[config.mk]
export PLATFORM = sky130hd
export DESIGN_NAME = unidad_es
export DESIGN_NICKNAME = d
export VERILOG_FILES = /design/src/rtl/unidad_es.sv
export SDC_FILE = /design/constraint.sdc
export NUM_CORES = 1
export LEC_CHECK = 0
export ABC_AREA = 1
export BUFFER_PORTS_ARGS = -buffer_cell sky130_fd_sc_hd__clkbuf_2
export CELL_PAD_IN_SITES_DETAIL_PLACEMENT = 1
export CELL_PAD_IN_SITES_GLOBAL_PLACEMENT = 1
export CORE_ASPECT_RATIO = 1.1
export CORE_MARGIN = 5
export CORE_UTILIZATION = 44
export CTS_CLUSTER_DIAMETER = 30
export DETAILED_ROUTE_END_ITERATION = 10
export PLACE_DENSITY_LB_ADDON = 0.1
export REMOVE_ABC_BUFFERS = 1
export SYNTH_ARGS = -nofsm -noshare
export SYNTH_HDL_FRONTEND = slang
export SYNTH_SLANG_ARGS = --single-unit
[constraint.sdc]
create_clock -name clk -period 5.5 [get_ports clk]
set_input_delay 1.1 -clock clk [delete_from_list [all_inputs] [get_ports clk]]
set_output_delay 1.1 -clock clk [all_outputs]
set_load 0.05 [all_outputs]
[src/rtl/unidad_es.sv]
// unidad_es: I/O port unit for the single-cycle processor.
// Buffers CPU writes in an output FIFO with a valid/ready interface and
// latches external input bytes behind per-port valid/ready handshakes.
// When an access cannot complete this cycle it raises stall so the CPU
// repeats the instruction.
// Ports:
//   clk, reset            - clock, synchronous active-high reset
//   we_es, re_es          - CPU write/read of an I/O port this cycle
//   port_sel, wdata       - port number and write byte from the datapath
//   rdata, stall          - read byte to write-back mux, access not done
//   in_data/valid/rdy     - four external input ports (byte i at [8i+7:8i])
//   out_data/port/valid   - output FIFO head
//   out_ready             - external consumer accepts the head
module unidad_es #(
    parameter int unsigned DEPTH = 4
) (
    input  logic        clk,
    input  logic        reset,
    input  logic        we_es,
    input  logic        re_es,
    input  logic [1:0]  port_sel,
    input  logic [7:0]  wdata,
    output logic [7:0]  rdata,
    output logic        stall,
    input  logic [31:0] in_data,
    input  logic [3:0]  in_valid,
    output logic [3:0]  in_rdy,
    output logic [7:0]  out_data,
    output logic [1:0]  out_port,
    output logic        out_valid,
    input  logic        out_ready
);

    localparam int unsigned DW = 8;
    localparam int unsigned PW = 2;
    localparam int unsigned NP = 4;
    localparam int unsigned AW = $clog2(DEPTH);
    localparam int unsigned CW = AW + 1;

    typedef struct packed {
        logic [PW-1:0] port;
        logic [DW-1:0] data;
    } entry_t;

    logic [NP-1:0][DW-1:0] hold;
    logic [NP-1:0]         full;
    logic [NP-1:0]         capture;

    entry_t                mem [DEPTH];
    entry_t                head;
    logic [AW-1:0]         wr_ptr;
    logic [AW-1:0]         rd_ptr;
    logic [CW-1:0]         count;

    logic                  fifo_full;
    logic                  push;
    logic                  pop;
    logic                  rd_ok;

    // Fullness uses the registered count, so a same-cycle pop never frees a slot
    assign fifo_full = (count == CW'(DEPTH));
    assign push      = we_es & ~reset & ~fifo_full;
    assign pop       = out_valid & out_ready;

    // A write takes priority; a read alongside it is ignored
    assign rd_ok     = re_es & ~we_es & ~reset & full[port_sel];

    assign in_rdy    = reset ? '0 : ~full;
    assign capture   = in_valid & in_rdy;

    // CPU-facing combinational response
    always_comb begin
        stall = 1'b0;
        rdata = '0;
        if (!reset) begin
            if (we_es) begin
                stall = fifo_full;
            end else if (re_es) begin
                stall = ~full[port_sel];
            end
        end
        if (rd_ok) begin
            rdata = hold[port_sel];
        end
    end

    // Input holding registers; capture and CPU read of one port are exclusive
    always_ff @(posedge clk) begin
        if (reset) begin
            hold <= '0;
            full <= '0;
        end else begin
            for (int i = 0; i < int'(NP); i++) begin
                if (capture[i]) begin
                    hold[i] <= in_data[8*i +: 8];
                    full[i] <= 1'b1;
                end else if (rd_ok && (port_sel == PW'(i))) begin
                    full[i] <= 1'b0;
                end
            end
        end
    end

    // FIFO storage; contents are masked by count, so no reset is needed
    always_ff @(posedge clk) begin
        if (push) begin
            mem[wr_ptr] <= '{port: port_sel, data: wdata};
        end
    end

    // FIFO pointers and occupancy
    always_ff @(posedge clk) begin
        if (reset) begin
            wr_ptr <= '0;
            rd_ptr <= '0;
            count  <= '0;
        end else begin
            if (push) begin
                wr_ptr <= wr_ptr + AW'(1);
            end
            if (pop) begin
                rd_ptr <= rd_ptr + AW'(1);
            end
            if (push && !pop) begin
                count <= count + CW'(1);
            end else if (pop && !push) begin
                count <= count - CW'(1);
            end
        end
    end

    // Head presentation, zeroed while empty
    assign head      = mem[rd_ptr];
    assign out_valid = (count != '0);
    assign out_data  = out_valid ? head.data : '0;
    assign out_port  = out_valid ? head.port : '0;

endmodule

### Word-level counts from Yosys, hierarchy flattened

Memory sizes are Yosys's and may differ from the RTL's. A register that Yosys moved wholly into a read port is not among the register bits.
Index checks and enable logic that the tools add are counted.

| cells by class | value |
|---|---|
| $add $sub $neg | 4 |
| $lt $le $gt $ge | 1 |
| equal/unequal tests | 4 |
| multiplexer cells | 25 |
| bitwise operators | 12 |
| reductions and logical operators | 15 |

Operator list:

| kind | count |
|---|---|
| $mux 8 | 3 |
| $bmux 8 s2 | 1 |
| $mux 1 | 14 |
| $reduce_bool 2->1 | 5 |
| $and 1x1->1 | 6 |
| $logic_and 1x1->1 | 6 |
| $mux 2 | 3 |
| $mux 3 | 2 |
| $add 2x1->2 const B | 2 |
| $and 4x4->4 | 1 |
| $eq 2x2->1 const B | 2 |
| $mux 4 | 1 |
| $not 1->1 | 4 |
| $not 4->4 | 1 |
| $add 3x1->3 const B | 1 |
| $eq 3x3->1 const B | 1 |
| $lt 2x3->1 const B | 1 |
| $reduce_bool 3->1 | 1 |
| $sub 3x1->3 const B | 1 |
| $bmux 1 s2 | 1 |
| $eq 2x1->1 const B | 1 |
| $logic_not 1->1 | 2 |
| $logic_not 2->1 | 1 |

| word-level totals | value |
|---|---|
| register bits after elaboration | 43 |
| RAM bits | 40 |
| input port bits | 51 |
| output and inout port bits | 24 |
| memories | 1 |

Memory list:

| memory | depth | bits a word | rd ports | clocked after Yosys merged registers in | wr ports | line | text |
|---|---|---|---|---|---|---|---|
| mem | 4 | 10 | 1 | 1 | 1 | 49 | `entry_t mem [DEPTH];` |

### Logic depth before layout (Yosys ltp)

Gate-level depths: netlist (run 1).

| depth | value |
|---|---|
| word-level depth | 7 |
| depth in mapped cells | 12 |
| gate-level depth less buffers | 12 |

### Worst setup path after synthesis (run 1)

Ideal clock, no wire load.

| timing path | value |
|---|---|
| path kind | input-to-output |
| start | input port reset |
| end | output port rdata[0] |
| arrival time | 2.210 ns |
| data required time | 4.400 ns |
| setup slack | 2.190 ns |
| stages | 4 |
| path buffers | 1 |
| path through | buf_6 -> nor2_2 -> nand2_4 -> nor2_1 |

| on the way | value |
|---|---|
| longest elaborated chain between the ends | 4 |

RTL lines:

| what | line | text |
|---|---|---|
| start, declared | 18 | `input logic reset,` |
| $not 1->1 | 66 | `assign rd_ok = re_es & ~we_es & ~reset & full[port_sel];` |
| $and 1x1->1 (2 in a row) | 66 |  |
| $mux 8 | 82 | `if (rd_ok) begin` |
| end, declared | 23 | `output logic [7:0] rdata,` |

Every way passes these cells.

### Worst setup path in the final report (run 1)

| timing path | value |
|---|---|
| start | input port port_sel[0] |
| end | output port rdata[0] |

| on the way | value |
|---|---|
| longest elaborated chain between the ends | 4 |
| elaborated cells between the ends (all ways) | 6 |

RTL lines:

| what | line | text |
|---|---|---|
| start, declared | 21 | `input logic [1:0] port_sel,` |
| $bmux 1 s2 | 66 |  |
| $mux 1 (implied by the code) | 66 |  |
| $and 1x1->1 | 66 |  |
| $mux 8 (*) | 82 |  |

Mark *: on every way between the ends. The rest lies on a longest branch, timed or not. The select of a mux whose other input is x is not followed.

==> results.md, run 1 <==
## Outcome
* **run status** completed

## Global route
* **vias in the first global route** 3092
* **maximum number of pins on one net before global-route repair** 38
* **total routing usage reported by global routing** 18.4%
* **antenna violations before repair** 0
* **GRT Residual Overflow** 0
* **wire length of the first global-routing pass** 15.1 mm

## Yosys
* **post-synthesis sequential area ratio** 57.1%
* **share of the synthesized area in the top cell type** 32.7%
* **leading post-synthesis cells by cell area** sky130_fd_sc_hd__edfxtp_1 (33%), sky130_fd_sc_hd__dfxtp_1 (24%), sky130_fd_sc_hd__o21ai_0 (7.2%)
* **synth warn** 0
* **main combinational cell family by area after synthesis** compound AO/OA/AOI/OAI gates
* **Synth top cells by count** sky130_fd_sc_hd__nor2_1 (68), sky130_fd_sc_hd__inv_1 (57), sky130_fd_sc_hd__o21ai_0 (53)
* **fraction of synthesis flops using an asynchronous set or reset pin** 0%
* **post-synthesis cell area** 3680 um2
* **cell type with the largest total area after synthesis** sky130_fd_sc_hd__edfxtp_1
* **EDFF count, synth** 40
* **mean instance size in the synthesized netlist** 9.02 um2
* **synthesized-area fraction occupied by ao, oa, aoi and oai cells** 17.3%
* **cell count after synthesis** 408
* **Cell variety after synth** 24
* **register bit count reported by yosys** 85
* **main flop type after synthesis** sky130_fd_sc_hd__dfxtp_1
* **multiplexer fraction of the synthesized cell area** 0%
* **post-synthesis share of cell area spent on and, or, nand and nor gates** 13.7%
* **fraction of the mapped netlist area in adder cells** 2.24%
* **library cell with the highest instance count after synthesis** sky130_fd_sc_hd__nor2_1
* **post-synthesis share of cell area spent on xor and xnor gates** 0.238%

## Power
* **Max rail drop VDD** 135 uV
* **total power per unit cell area** 425 nW/um2
* **static power due to leakage** 0.00176 uW

## Clock network
* **Worst-Skew Late Latency** 350 ps
* **buffer cell driving the clock tree root** sky130_fd_sc_hd__clkbuf_8
* **Resized cells post-CTS** 0
* **Clock Tree Buf Depth** 2
* **Reg clk slew, reported paths** 80 ps
* **hold buffers post-CTS** 0
* **H-tree lvl count** 3
* **total clock buffers created by CTS** 9
* **buffers inserted by post-CTS timing repair** 0
* **clock tree from TritonCTS** built
* **number of clock sinks** 85

## Setup path
* **capture point of the worst path** rdata[0]
* **RR Startpoint** count[1]$_SDFFE_PP0P_
* **Worst Reg-to-Reg Cells** 10
* **critical path start-end classification** in -> out
* **start point of the critical path** port_sel[0]
* **R2R setup slack** 3490 ps
* **kind of start point of the critical path** input pin
* **data arrival time of the critical path** 2370 ps
* **required time worst endpoint** 4400 ps
* **endpoint of the most critical register-to-register path** count[2]$_SDFFE_PP0P_
* **CP Max Fanout** 9
* **endpoint kind of the worst setup timing path** output pin

## Layout
* **total inserted antenna cells** 0
* **Core Util, Final** 51.9%
* **NumNets Final** 536
* **signed area change from the synthesized netlist to the final layout** 16.8%
* **fraction of layout instances using a drive strength above 1** 22.3%
* **Filler cells** 1016

## STA
* **final setup violation count** 0
* **f_max** 289 MHz
* **Worst Setup Slack, final** 2030 ps
* **Hold Violations, Final** 0
* **Relative slew margins** 35.1%
* **max-slew violation count** 0
* **Post-Route Setup TNS** 0 ps
* **Least-Margin Pin Slew** 970 ps
* **setup repair after global routing missed its margin** no
* **Final Cycle Share** 63.0%
* **time the worst path needs with I/O delays and setup** 3470 ps
* **skew final** 11.8 ps

## Detailed routing
* **routed wire length** 9.22 mm
* **ANT nets after route** 0
* **drc violations** 0
* **number of DRC markers in iteration 0** 84
* **count of TritonRoute iterations in the first routing pass** 4
* **vias per inst** 4.99
* **Via Count** 2972
* **final routed wire length divided by cell count** 15.5 um

## Placement
* **minimum setup slack after placement** 2070 ps
* **count of input and output buffers** 74
* **half-perimeter wire length after detailed placement** 6.68 mm
* **GPL Wtd Cong** 0.809

## Floorplan
* **die area** 10300 um2
* **total I/O pin count** 75
* **placeable core area** 8280 um2
* **vertical die dimension** 106 um
* **width of the chip** 97.2 um
* **cell row count** 35
* **starting density of the core** 44.4%

## Min path
* **type of the most critical hold path** reg -> reg
* **launch point of the worst hold path** hold[12]$_SDFFE_PP0P_

## Job
* **max-cap violations** 0

layout by cell type (no fill, tap or decap), drive strengths merged, types with 9 or more instances in the layout:
cell	n
clkbuf	83
nor2	70
inv	66
o21ai	58
a21oi	49
dfxtp	45
edfxtp	40
nand2	31
o22ai	16
nand3	9
per-stage QoR:
| step | total power, uW | hold WS (ps) | area (um2) | std cells |
|---|---|---|---|---|
| 5_1_grt | 1930 | 480 | 4300 | 595 |
| 6_report | 1820 | 456 | 4300 | 595 |
| 3_3_place_gp | 1370 | 439 | 4090 | 579 |
| 4_1_cts | 1850 | 461 | 4300 | 595 |
| 2_1_floorplan | 1210 | 430 | 3580 | 394 |
| 3_5_place_dp | 1390 | 449 | 4090 | 579 |
logic make-up after synthesis:
| group | count (synthesis) |
|---|---|
| fa+ha+maj | 6 |
| compound gates | 123 |
| buf+inv | 79 |
| simple gates | 114 |
| xor+xnor | 1 |
| flops | 85 |
metal layers:
layer / GRT usage, % / vias up / share of wire, % / wire [um]
li1: - / 1492 / - / -
met1: 22.4 / 1390 / 43 / 3990
met2: 32.1 / 74 / 51 / 4720
met3: 3.48 / 16 / 3.7 / 337
met4: 7.22 / 0 / 1.8 / 168
met5: 0 / - / 0 / 0
worst min path at each step:
| stage | endpoint | slack, ps | cells after the start |
|---|---|---|---|
| 4_1_cts | hold[12]$_SDFFE_PP0P_ | 460 | 2 |
| 3_5_place_dp | hold[21]$_SDFFE_PP0P_ | 450 | 2 |
| 3_3_place_gp | hold[16]$_SDFFE_PP0P_ | 440 | 2 |
| 2_1_floorplan | hold[10]$_SDFFE_PP0P_ | 430 | 2 |
| 5_1_grt | hold[5]$_SDFFE_PP0P_ | 480 | 2 |
| 6_report | hold[12]$_SDFFE_PP0P_ | 460 | 2 |
flip-flops by register name, indices dropped and copies added (netlist names), named ones only:
| register | count |
|---|---|
| full | 4 |
| wr_ptr | 2 |
| hold | 32 |
| rd_ptr | 2 |
| mem | 40 |
| count | 3 |
layout make-up:
cell class	count	area, um2	share of cell area, %
sequential	85	2100	48.9
tap	111	139	3.23
inverter	65	249	5.80
multi-input combinational	244	1230	28.7
timing repair buffer	74	370	8.62
clock inverter	7	80.1	1.86
clock buffer	9	124	2.88
critical path, cell delays in order:
cell and delay, ps:
sky130_fd_sc_hd__clkbuf_2 180, sky130_fd_sc_hd__inv_2 130, sky130_fd_sc_hd__nand2_1 70, sky130_fd_sc_hd__nand2_1 90, sky130_fd_sc_hd__nand2_1 110, sky130_fd_sc_hd__nand2_2 140
sky130_fd_sc_hd__nand2_4 100, sky130_fd_sc_hd__nor2_1 140, sky130_fd_sc_hd__clkbuf_2 290
report_power, final:
group          total [uW]  leakage [uW]  switching (uW)  internal [uW]
Sequential            769      0.000734            46.8            722
Combinational         599      0.000924             455            143
Clock                 458      0.000103             241            217
Total                1820       0.00176             743           1080
No activity file was read; power rests on OpenSTA's default activity.
==> inputs of run 2 (changes only) <==
--- a/config.mk
+++ b/config.mk
@@ -5,13 +5,13 @@
 export SDC_FILE = /design/constraint.sdc
 export NUM_CORES = 1
 export LEC_CHECK = 0
-export ABC_AREA = 1
+export ABC_AREA = 0
 export BUFFER_PORTS_ARGS = -buffer_cell sky130_fd_sc_hd__clkbuf_2
 export CELL_PAD_IN_SITES_DETAIL_PLACEMENT = 1
 export CELL_PAD_IN_SITES_GLOBAL_PLACEMENT = 1
 export CORE_ASPECT_RATIO = 1.1
 export CORE_MARGIN = 5
-export CORE_UTILIZATION = 44
+export CORE_UTILIZATION = 43
 export CTS_CLUSTER_DIAMETER = 30
 export DETAILED_ROUTE_END_ITERATION = 10
 export PLACE_DENSITY_LB_ADDON = 0.1
==> constraint.sdc (replaced) <==
create_clock -name clk -period 3.45 [get_ports clk]
set_input_delay 0.69 -clock clk [delete_from_list [all_inputs] [get_ports clk]]
set_output_delay 0.69 -clock clk [all_outputs]
set_load 0.05 [all_outputs]
==> results.md, run 2 <==
## Outcome
* **run status** completed

## Setup path
* **endpoint of the most critical register-to-register path** count[2]$_SDFFE_PP0P_
* **capture point of the worst path** stall
* **cell mode on critical path** sky130_fd_sc_hd__clkbuf_2
* **cells along the critical path** clkbuf_2 -> mux4_2 -> nand2b_4 -> a211oi_2 -> clkbuf_2
* **data arrival time of the critical path** 2140 ps
* **kind of start point of the critical path** input pin
* **slowest cell on the critical path** sky130_fd_sc_hd__mux4_2
* **R2R setup slack** 1030 ps
* **start point of the critical path** port_sel[1]
* **Worst Reg-to-Reg Cells** 8
* **RR Startpoint** count[1]$_SDFFE_PP0P_
* **required time worst endpoint** 2760 ps
* **CP Max Fanout** 15
* **critical path start-end classification** in -> out
* **largest incremental delay on the critical path** 450 ps
* **endpoint kind of the worst setup timing path** output pin

## Floorplan
* **starting density of the core** 44.6%
* **cell row count** 34
* **total I/O pin count** 75
* **placeable core area** 8000 um2
* **width of the chip** 96.9 um
* **vertical die dimension** 106 um
* **die area** 10200 um2

## Yosys
* **Synth top cells by count** sky130_fd_sc_hd__nand2_1 (64), sky130_fd_sc_hd__dfxtp_1 (45), sky130_fd_sc_hd__edfxtp_1 (40)
* **cell count after synthesis** 304
* **synth warn** 0
* **mean instance size in the synthesized netlist** 11.7 um2
* **cell type with the largest total area after synthesis** sky130_fd_sc_hd__edfxtp_1
* **register bit count reported by yosys** 85
* **fraction of synthesis flops using an asynchronous set or reset pin** 0%
* **share of the synthesized area in the top cell type** 33.6%
* **leading post-synthesis cells by cell area** sky130_fd_sc_hd__edfxtp_1 (34%), sky130_fd_sc_hd__dfxtp_1 (25%), sky130_fd_sc_hd__mux4_2 (11%)
* **post-synthesis sequential area ratio** 58.9%
* **EDFF count, synth** 40
* **post-synthesis cell area** 3570 um2
* **main flop type after synthesis** sky130_fd_sc_hd__dfxtp_1
* **library cell with the highest instance count after synthesis** sky130_fd_sc_hd__nand2_1
* **Cell variety after synth** 31

## Detailed routing
* **number of DRC markers in iteration 0** 41
* **routed wire length** 7.74 mm
* **count of TritonRoute iterations in the first routing pass** 4
* **vias per inst** 4.98
* **drc violations** 0
* **Via Count** 2427
* **final routed wire length divided by cell count** 15.9 um
* **ANT nets after route** 0

## Placement
* **half-perimeter wire length after detailed placement** 5.84 mm
* **GPL Wtd Cong** 0.741
* **count of input and output buffers** 74
* **count of placed standard cells including taps** 471

## Power
* **static power due to leakage** 0.00168 uW
* **overall power consumption** 2700 uW
* **total power per unit cell area** 637 nW/um2
* **Max rail drop VDD** 235 uV

## Clock network
* **buffer cell driving the clock tree root** sky130_fd_sc_hd__clkbuf_8
* **Reg clk slew, reported paths** 80 ps
* **Worst-Skew Late Latency** 350 ps
* **buffers inserted by post-CTS timing repair** 0
* **H-tree lvl count** 3
* **Clock Tree Buf Depth** 2
* **total clock buffers created by CTS** 9
* **number of clock sinks** 85
* **Resized cells post-CTS** 0
* **clock tree from TritonCTS** built
* **hold buffers post-CTS** 0

## Global route
* **maximum number of pins on one net before global-route repair** 41
* **total routing usage reported by global routing** 16.0%
* **vias in the first global route** 2703
* **GRT Residual Overflow** 0
* **wire length of the first global-routing pass** 13.1 mm
* **antenna violations before repair** 0

## Layout
* **NumNets Final** 431
* **signed area change from the synthesized netlist to the final layout** 18.7%
* **number of flip-flops in the largest register** 40
* **Core Util, Final** 53.0%
* **commonest cells after routing, fill and taps aside** sky130_fd_sc_hd__clkbuf_2 (74), sky130_fd_sc_hd__nand2_1 (64), sky130_fd_sc_hd__dfxtp_1 (45), sky130_fd_sc_hd__edfxtp_1 (40), sky130_fd_sc_hd__a21oi_1 (39)
* **total inserted antenna cells** 0
* **fraction of layout instances using a drive strength above 1** 30.1%
* **Final Instance Count excl. Fillers** 487
* **register ranked first by flip-flop count** mem
* **most frequent standard cell in the layout excluding fill and tap cells** sky130_fd_sc_hd__clkbuf_2
* **Filler cells** 930
* **registers with the most flip-flops** mem (40), hold (32), full (4)

## STA
* **max-slew violation count** 0
* **Post-Route Setup TNS** 0 ps
* **f_max** 353 MHz
* **Relative slew margins** 55.0%
* **Hold Violations, Final** 0
* **final setup violation count** 0
* **skew final** 9.91 ps
* **Least-Margin Pin Slew** 673 ps
* **setup repair after global routing missed its margin** no
* **time the worst path needs with I/O delays and setup** 2830 ps
* **Final Cycle Share** 82.0%

## Min path
* **type of the most critical hold path** reg -> reg

## Job
* **max-cap violations** 0

run 2: layout make-up:
class | count | area (um2) | area share [%]
Inverter | 6 | 22.5 | 0.531
Multi-Input combinational cell | 194 | 1370 | 32.3
Tap cell | 108 | 135 | 3.19
Clock inverter | 6 | 71.3 | 1.68
Sequential cell | 85 | 2100 | 49.6
Timing Repair Buffer | 78 | 400 | 9.45
Clock buffer | 10 | 138 | 3.25
run 2: how the worst min path moves through the flow:
stage / startpoint / to / slack [ps] / cells after the start
floorplan: hold[15]$_SDFFE_PP0P_ / hold[15]$_SDFFE_PP0P_ / 430 / 2
global placement: hold[13]$_SDFFE_PP0P_ / hold[13]$_SDFFE_PP0P_ / 440 / 2
detailed placement: hold[21]$_SDFFE_PP0P_ / hold[21]$_SDFFE_PP0P_ / 450 / 2
CTS: hold[21]$_SDFFE_PP0P_ / hold[21]$_SDFFE_PP0P_ / 460 / 2
global route: hold[9]$_SDFFE_PP0P_ / hold[9]$_SDFFE_PP0P_ / 490 / 2
finish: hold[12]$_SDFFE_PP0P_ / hold[12]$_SDFFE_PP0P_ / 460 / 2
run 2: report_power, final:
group,internal [uW],switching (uW)
sequential,1140,92.0
combinational,273,465
clock,361,367
run 2: metal layers:
layer	global-route usage (%)	vias to the layer above	routed length [um]
li1	-	1209	-
met1	19.0	1160	3360
met2	28.5	49	3960
met3	2.97	9	294
met4	6.32	0	126
met5	0	-	0
run 2: critical path, delay by kind of cell:
family / cells / cell delay, ps
mux: 1 / 450
compound gates: 1 / 200
buf+inv: 2 / 610
simple gates: 1 / 180
run 2: kinds of logic after synthesis:
group / count (synthesis) / synth area share [%]
mux: 20 / 12.4
simple gates: 115 / 15.4
compound gates: 49 / 7.26
flops: 85 / 58.9
fa+ha+maj: 6 / 2.31
xor+xnor: 4 / 0.981
buf+inv: 25 / 2.77
run 2: stage by stage:
stage	hold WS (ps)	worst slack [ps]	instance area, um2
after global routing	488	522	4240
after CTS	459	593	4240
after floorplan	425	643	3490
final	461	620	4240
after global placement	439	609	4030
after detailed placement	447	602	4030
==> inputs of run 3 (changes only) <==
--- a/config.mk
+++ b/config.mk
@@ -11,7 +11,7 @@
 export CELL_PAD_IN_SITES_GLOBAL_PLACEMENT = 1
 export CORE_ASPECT_RATIO = 1.1
 export CORE_MARGIN = 5
-export CORE_UTILIZATION = 43
+export CORE_UTILIZATION = 38
 export CTS_CLUSTER_DIAMETER = 30
 export DETAILED_ROUTE_END_ITERATION = 10
 export PLACE_DENSITY_LB_ADDON = 0.1
==> constraint.sdc (replaced) <==
create_clock -name clk -period 2.35 [get_ports clk]
set_input_delay 0.47 -clock clk [delete_from_list [all_inputs] [get_ports clk]]
set_output_delay 0.47 -clock clk [all_outputs]
set_load 0.05 [all_outputs]
==> results.md, run 3 (synthesis gave the netlist of run 2 again) <==
## Global route
* **GRT Residual Overflow** 0
* **total routing usage reported by global routing** 16.2%
* **vias in the first global route** 2775
* **maximum number of pins on one net before global-route repair** 52
* **antenna violations before repair** 0
* **wire length of the first global-routing pass** 14.2 mm

## Setup path
* **endpoint of the most critical register-to-register path** count[2]$_SDFFE_PP0P_
* **critical path start-end classification** reg -> out
* **kind of start point of the critical path** register
* **CP Max Fanout** 5
* **RR Startpoint** count[1]$_SDFFE_PP0P_
* **Worst Reg-to-Reg Cells** 8
* **endpoint kind of the worst setup timing path** output pin
* **required time worst endpoint** 1880 ps
* **data arrival time of the critical path** 1800 ps
* **R2R setup slack** 160 ps
* **cells along the critical path** mux4_2 -> nand2b_4 -> a211oi_4 -> buf_12
* **largest incremental delay on the critical path** 480 ps
* **slowest cell on the critical path** sky130_fd_sc_hd__mux4_2

## STA
* **max-slew violation count** 0
* **Hold Violations, Final** 0
* **Final Cycle Share** 96.7%
* **setup repair after global routing missed its margin** no
* **skew final** 8.57 ps
* **Least-Margin Pin Slew** 703 ps
* **f_max** 440 MHz
* **Relative slew margins** 53.0%
* **final setup violation count** 0
* **time the worst path needs with I/O delays and setup** 2270 ps

## Layout
* **signed area change from the synthesized netlist to the final layout** 26.0%
* **multi-input logic area** 1380 um2
* **total inserted antenna cells** 0
* **final design area excluding fillers** 4500 um2
* **most frequent standard cell in the layout excluding fill and tap cells** sky130_fd_sc_hd__clkbuf_2
* **Filler cells** 1001
* **registers with the most flip-flops** mem (40), hold (32), full (4)
* **Final Instance Count excl. Fillers** 503
* **register ranked first by flip-flop count** mem
* **area of all sequential standard cells** 2110 um2
* **commonest cells after routing, fill and taps aside** sky130_fd_sc_hd__clkbuf_2 (65), sky130_fd_sc_hd__nand2_1 (64), sky130_fd_sc_hd__dfxtp_1 (42), sky130_fd_sc_hd__edfxtp_1 (40), sky130_fd_sc_hd__a21oi_1 (39)
* **NumNets Final** 438
* **number of flip-flops in the largest register** 40
* **fraction of layout instances using a drive strength above 1** 32.4%

## Min path
* **endpoint with the worst hold slack** hold[31]$_SDFFE_PP0P_
* **cell count of the worst hold path** 3
* **launch point of the worst hold path** in_data[31]
* **type of the most critical hold path** in -> reg

## Placement
* **half-perimeter wire length after detailed placement** 6.41 mm
* **cell area reported after detailed placement** 4240 um2
* **GPL Wtd Cong** 0.734
* **count of input and output buffers** 74
* **count of placed standard cells including taps** 487

## Power
* **total power per unit cell area** 931 nW/um2
* **Max rail drop VDD** 287 uV
* **static power due to leakage** 0.00177 uW

## Clock network
* **buffer cell driving the clock tree root** sky130_fd_sc_hd__clkbuf_8
* **Clock Tree Buf Depth** 2
* **Reg clk slew, reported paths** 90 ps
* **Worst-Skew Late Latency** 350 ps
* **buffers inserted by post-CTS timing repair** 0
* **hold buffers post-CTS** 0
* **Resized cells post-CTS** 0
* **number of clock sinks** 85
* **clock tree from TritonCTS** built
* **total clock buffers created by CTS** 9
* **H-tree lvl count** 3

## Outcome
* **run status** completed

## Detailed routing
* **number of DRC markers in iteration 0** 59
* **vias per inst** 4.97
* **count of TritonRoute iterations in the first routing pass** 4
* **ANT nets after route** 0
* **routed wire length** 8.78 mm
* **final routed wire length divided by cell count** 17.5 um
* **drc violations** 0
* **Via Count** 2499

## Job
* **max-cap violations** 0

## Floorplan
* **placeable core area** 9260 um2
* **total I/O pin count** 75
* **starting density of the core** 38.6%
* **vertical die dimension** 112 um
* **cell row count** 37
* **die area** 11400 um2
* **width of the chip** 102 um

[run 3: cell types whose count changed in the layout (fill, tap and decap cells not counted), sizes merged]
cell | before | now
buf | 4 | 20
bufinv | 1 | 3
clkbuf | 84 | 75
clkinv | 4 | 2
clkinvlp | 0 | 1
inv | 7 | 6
[run 3: cell type report]
class	count	area share [%]
Clock inverter	6	2.47
Timing Repair Buffer	85	13.4
Tap cell	117	3.25
Clock buffer	10	2.84
Inverter	6	0.501
Multi-Input combinational cell	194	30.7
Sequential cell	85	46.8
[run 3: worst max path at each step]
stage	start	end	slack (ps)	depth (start not counted)
after global placement	port_sel[0]	stall	140	5
final	full[3]$_SDFFE_PP0P_	stall	80	4
after floorplan	port_sel[0]	stall	-20	3
after detailed placement	port_sel[0]	stall	120	5
after CTS	register	out_port[1]	20	4
after global routing	count[1]$_SDFFE_PP0P_	count[2]$_SDFFE_PP0P_	3	8
[run 3: where the power goes]
group | leakage, uW | internal [uW] | total, uW | switching [uW]
clock network | 0.000116 | 707 | 1230 | 522
registers | 0.000734 | 1680 | 1770 | 97.1
logic | 0.000917 | 439 | 1190 | 749
total | 0.00177 | 2820 | 4190 | 1370
[run 3: metal layers]
layer	up-vias	share of wire [%]	global-route usage [%]
met1	1211	41	19.6
met3	7	4.5	5.01
met2	55	53	28.1
met5	-	0	0
met4	0	0.66	3.67
li1	1226	-	-
[run 3: critical path, delay by kind of cell (launching register included)]
kind,cells,cell delay [ps]
muxes,1,480
DFF,1,350
AOI/OAI and AO/OA,1,280
and+or+nand+nor,1,170
buffers and inverters,1,170
[run 3: per-stage QoR]
step / power (uW) / hold slack [ps] / TNS (ps) / util [%] / setup WS [ps]
2_1_floorplan: 2620 / 425 / -16.8 / - / -16.8
3_3_place_gp: 2970 / 442 / 0 / 45.8 / 138
3_5_place_dp: 3000 / 448 / 0 / 45.8 / 119
4_1_cts: 4240 / 313 / 0 / 48.4 / 15.3
5_1_grt: 4410 / 309 / 0 / 48.6 / 2.97
6_report: 4190 / 330 / 0 / 48.6 / 76.5
